===== src/rtl/snes_controller_emulator.sv =====
// snes_controller_emulator: device-side NES/SNES pad. Answers the host's latch and
// shift clock by serialising the button vector onto Data, active-low, one bit per shift.
//
// state | meaning
// IDLE  | no frame since reset, Data held high
// LOAD  | latch high, shift register tracks Buttons every cycle
// SHIFT | frame in progress, one bit advanced per synchronised shift rising edge
// DONE  | frame complete, Data held low as a real pad does
module snes_controller_emulator #(
    parameter int SYNC_STAGES = 2,
    parameter int NES_BITS    = 8,
    parameter int SNES_BITS   = 16
) (
    input  logic        Clock,
    input  logic        Reset,
    input  logic        Strobe_Latch,
    input  logic        Shift_Clock,
    input  logic [1:0]  Mode,
    input  logic [11:0] Buttons,
    output logic        Data,
    output logic        Frame_Active,
    output logic        Frame_Done
);

    localparam int IDX_W = $clog2(SNES_BITS + 1);
    localparam logic [IDX_W-1:0] NES_LEN  = IDX_W'(NES_BITS);
    localparam logic [IDX_W-1:0] SNES_LEN = IDX_W'(SNES_BITS);

    typedef enum logic [1:0] {IDLE, LOAD, SHIFT, DONE} state_t;

    state_t                 state;
    logic [SYNC_STAGES-1:0] lat_sync;
    logic [SYNC_STAGES-1:0] shc_sync;
    logic                   lat_s;
    logic                   shc_s;
    logic                   lat_rise;
    logic                   lat_fall;
    logic                   shc_rise;
    logic [SNES_BITS-1:0]   shift_reg;
    logic [SNES_BITS-1:0]   image;
    logic [IDX_W-1:0]       bit_idx;
    logic [IDX_W-1:0]       bit_idx_nxt;
    logic [IDX_W-1:0]       frame_len;
    logic                   unused_mode;

    // Mode[0] carries no meaning for either pad type.
    assign unused_mode = Mode[0];

    // Synchronise host pins into the Clock domain and keep one registered copy for edge detection.
    always_ff @(posedge Clock or posedge Reset) begin
        if (Reset) begin
            lat_sync <= '0;
            shc_sync <= '0;
            lat_s    <= 1'b0;
            shc_s    <= 1'b0;
        end else begin
            lat_sync <= {lat_sync[SYNC_STAGES-2:0], Strobe_Latch};
            shc_sync <= {shc_sync[SYNC_STAGES-2:0], Shift_Clock};
            lat_s    <= lat_sync[SYNC_STAGES-1];
            shc_s    <= shc_sync[SYNC_STAGES-1];
        end
    end

    assign lat_rise    = lat_sync[SYNC_STAGES-1] & ~lat_s;
    assign lat_fall    = ~lat_sync[SYNC_STAGES-1] & lat_s;
    assign shc_rise    = shc_sync[SYNC_STAGES-1] & ~shc_s;
    assign bit_idx_nxt = bit_idx + IDX_W'(1);

    // Build the wire image (index 0 first, inverted buttons, unused positions read as released).
    always_comb begin
        image = '1;
        if (Mode[1]) begin
            image[11:0] = ~Buttons;
        end else begin
            image[7:0] = ~{Buttons[7], Buttons[6], Buttons[5], Buttons[4],
                           Buttons[3], Buttons[2], Buttons[0], Buttons[8]};
        end
    end

    // Frame FSM; a latch rising edge overrides everything, including a coincident shift edge.
    always_ff @(posedge Clock or posedge Reset) begin
        if (Reset) begin
            state        <= IDLE;
            shift_reg    <= '1;
            bit_idx      <= '0;
            frame_len    <= NES_LEN;
            Data         <= 1'b1;
            Frame_Active <= 1'b0;
            Frame_Done   <= 1'b0;
        end else begin
            Frame_Done <= 1'b0;
            if (lat_rise) begin
                state        <= LOAD;
                shift_reg    <= image;
                Data         <= image[0];
                bit_idx      <= '0;
                Frame_Active <= 1'b0;
            end else begin
                case (state)
                    IDLE: begin
                        Data <= 1'b1;
                    end
                    LOAD: begin
                        if (lat_fall) begin
                            state        <= SHIFT;
                            bit_idx      <= '0;
                            Frame_Active <= 1'b1;
                            frame_len    <= Mode[1] ? SNES_LEN : NES_LEN;
                            Data         <= shift_reg[0];
                        end else begin
                            shift_reg <= image;
                            Data      <= image[0];
                        end
                    end
                    SHIFT: begin
                        if (shc_rise) begin
                            shift_reg <= {1'b0, shift_reg[SNES_BITS-1:1]};
                            bit_idx   <= bit_idx_nxt;
                            if (bit_idx_nxt == frame_len) begin
                                state        <= DONE;
                                Frame_Done   <= 1'b1;
                                Frame_Active <= 1'b0;
                                Data         <= 1'b0;
                            end else begin
                                Data <= shift_reg[1];
                            end
                        end
                    end
                    default: begin
                        Data <= 1'b0;
                    end
                endcase
            end
        end
    end

endmodule


===== config.mk =====
export PLATFORM = sky130hd
export DESIGN_NAME = snes_controller_emulator
export DESIGN_NICKNAME = d
export VERILOG_FILES = /design/src/rtl/snes_controller_emulator.sv
export SDC_FILE = /design/constraint.sdc
export NUM_CORES = 1
export LEC_CHECK = 0
export CAP_MARGIN = 20
export CORE_MARGIN = 8
export CORE_UTILIZATION = 25
export DETAILED_ROUTE_END_ITERATION = 12
export GPL_ROUTABILITY_DRIVEN = 0
export PLACE_DENSITY = 0.38
export SYNTH_ARGS = -nofsm -noshare
export SYNTH_HDL_FRONTEND = slang
export SYNTH_SLANG_ARGS = --single-unit

===== constraint.sdc =====
create_clock -name Clock -period 2.8 [get_ports Clock]
set_clock_uncertainty 0.2 [all_clocks]
set_input_delay 0.42 -clock Clock [delete_from_list [all_inputs] [get_ports Clock]]
set_output_delay 0.42 -clock Clock [all_outputs]
set_load 0.01 [all_outputs]

==> impl_metrics.py <==
metrics = {
    "run_status": {
        "outcome": "finished clean",
    },
    "die": {
        "row_count": 29,
        "pin_count": 21,
        "core_mm2": 0.00639,
        "die_w_um": 97.4,
        "fp.dieH_um": 97.4,
        "die_area_mm2": 0.00949,
        "start_util": 0.260,
    },
    "synthesis": {
        "yosys_register_bits": 34,
        "netlist_area_mm2": 0.00166,
        "post_synth.cell_area_avg_um2": 9.81,
        "synthArstFlopShare": 1.00,
        "yosysWarnings": 0,
        "synth_cell_types": 38,
        "synth_edf_count": 0,
        "seq_area_frac_synth": 0.527,
        "synth_nets": 191,
        "synth_ff_type": "dfstp_2",
        "postSynthCellCount": 169,
    },
    "clock_network": {
        "clk_latency_ns": 0.28,
        "ctsResizeCount": 0,
        "root_buffer": "clkbuf_8",
        "cts_buffers": 5,
        "clk_pin_slew_worst_paths_ns": 0.07,
        "cts_tree": "done",
        "clock_sinks": 34,
        "h-tree-depth": 2,
        "hold_buffers": 0,
        "post-cts-setup-buffers": 0,
        "cts_max_path_buffers": 2,
    },
    "global_routing": {
        "grt_pass1_vias": 1255,
        "grt_max_degree": 35,
        "overflow": 0,
        "grt_antenna_before_repair": 0,
        "grt_pass1_wl_um": 6040,
        "grt_use_total": 0.0769,
    },
    "timing": {
        "relSlewSlack": 0.599,
        "tns_ns": 0,
        "setup_viol": 0,
        "timing_max_transition_violations_final": 0,
        "hold_ws_ns": 0.150,
        "tightest_slew_ns": 0.602,
        "max_freq_mhz": 477,
        "post-route-period-util": 0.748,
        "post-route-min-period_ns": 2.09,
        "final_hold_viol_count": 0,
        "grt_setup_unrepaired": "no",
    },
    "pwr": {
        "powerDensity_mw_per_mm2": 750,
        "ir_worst_vdd_uv": 301,
        "p_leak_nw": 0.839,
    },
    "cells_and_area": {
        "diodes": 0,
        "largest_reg_flops": 16,
        "final_nets": 208,
        "seq_area_um2": 873,
        "fillers": 668,
        "multiInputGateArea_um2": 679,
        "final_cell_mix": "25 x nand2_1, 19 x clkdlybuf4s50_1, 18 x dfstp_2, 18 x a21oi_1",
        "final_common_cell": "nand2_1",
        "areaGrowthSynthToFinish_pct": 20.2,
        "layout-drive-gt1-share": 0.198,
    },
    "min_path": {
        "whs_path_depth": 0,
        "hold_path.class": "reg -> reg",
    },
    "critical_path": {
        "critPathMaxFanout": 17,
        "critPathSlowestCell": "and3_1",
        "reg2reg_depth": 5,
        "crit_path_start_kind": "flip-flop",
        "path_cells": "ha_1, inv_2, and3_1, o21ai_1, mux2_1",
        "cp.arrival_ns": 2.10,
        "cp-end-kind": "flip-flop",
        "critPathMaxStageDelay_ns": 0.55,
        "crit_required_ns": 2.81,
        "crit_type": "reg -> reg",
    },
    "drt": {
        "post_drt_wl_per_cell_um": 13.1,
        "drcViolationCount": 0,
        "dr.pass1.iters": 4,
        "ant_nets": 0,
        "drtIter0Drc": 72,
        "vias_per_cell": 4.56,
        "dr_total_vias": 1205,
        "totalWireLength_um": 3460,
    },
    "place": {
        "port-buffer-count": 19,
        "dp_hpwl_um": 2400,
    },
    "job": {
        "maxCapViolCount": 0,
    },
}
critical path: cells and delay by family, from the launching register on:
family	cells	cell delay [ns]
AO/OA/AOI/OAI	1	0.14
adder cells (fa/ha/maj)	1	0.30
buffers and inverters	1	0.11
flip-flops	1	0.40
multiplexers	1	0.31
AND/OR/NAND/NOR	1	0.55
path summary, 6_finish.rpt:
path / startpoint / endpoint / slack, ns
min: lat_sync[0]$_DFF_PP0_ / lat_sync[1]$_DFF_PP0_ / 0.15
max: lat_sync[1]$_DFF_PP0_ / shift_reg[7]$_DFFE_PP1P_ / 0.71
max in group asynchronous: Reset / shift_reg[9]$_DFFE_PP1P_ / 1.72
min in group asynchronous: Reset / shc_s$_DFF_PP0_ / 0.33
min reg2reg: lat_sync[0]$_DFF_PP0_ / lat_sync[1]$_DFF_PP0_ / 0.15
max reg2reg: lat_sync[1]$_DFF_PP0_ / shift_reg[7]$_DFFE_PP1P_ / 0.71
cell type report:
class                           instances  area share
Timing Repair Buffer                   21       0.103
Multi-Input combinational cell        112       0.341
Inverter                               12      0.0226
Tap cell                               77      0.0483
Sequential cell                        34       0.438
Clock inverter                          2     0.00565
Clock buffer                            6      0.0414
logic make-up after synthesis:
| family | Yosys count | synth area share |
|---|---|---|
| XOR/XNOR | 6 | 0.0317 |
| AO/OA/AOI/OAI | 55 | 0.193 |
| buffers and inverters | 23 | 0.0634 |
| flip-flops | 34 | 0.527 |
| adder cells (fa/ha/maj) | 4 | 0.0302 |
| AND/OR/NAND/NOR | 44 | 0.134 |
| multiplexers | 3 | 0.0204 |
synth_stat cells (2+ instances only):
cell	number	area, um2
a211oi_1	2	15.0
dfrtp_1	16	400
buf_2	6	30.0
nand3b_1	2	15.0
nor3_1	3	15.0
mux2_1	2	22.5
a21oi_1	18	90.1
inv_2	2	7.51
clkbuf_1	3	11.3
inv_1	10	37.5
o21ai_1	16	80.1
nand2_1	25	93.8
nand3_1	2	10.0
ha_1	4	50.1
dfstp_2	18	473
o21ai_0	10	50.1
xnor2_1	3	26.3
nor2_1	5	18.8
xor2_1	3	26.3
stage by stage:
step / cells / power (mW) / setup slack (ns) / instance area (um2) / util
finish: 264 / 1.50 / 0.706 / 1990 / 0.312
global route: 264 / 1.61 / 0.499 / 1990 / 0.312
global placement: 256 / 1.12 / 0.667 / 1900 / 0.297
floorplan: 169 / 1.02 / 1.02 / 1660 / -
CTS: 264 / 1.53 / 0.687 / 1990 / 0.312
detailed placement: 256 / 1.13 / 0.651 / 1900 / 0.297
power by group:
group | switching (mW) | internal [mW]
registers | 0.0887 | 0.684
logic | 0.184 | 0.158
clock network | 0.182 | 0.198
total | 0.455 | 1.04
routing by layer:
| layer | global-route usage | wire (um) | part of all wire | vias up |
|---|---|---|---|---|
| met3 | 0.0256 | 108 | 0.031 | 2 |
| met4 | 0.0315 | 30 | 0.0087 | 0 |
| met2 | 0.129 | 1740 | 0.50 | 17 |
| met5 | 0 | 0 | 0 | - |
| met1 | 0.0870 | 1580 | 0.46 | 575 |
| li1 | - | - | - | 611 |
No activity file was read; power rests on OpenSTA's default activity.
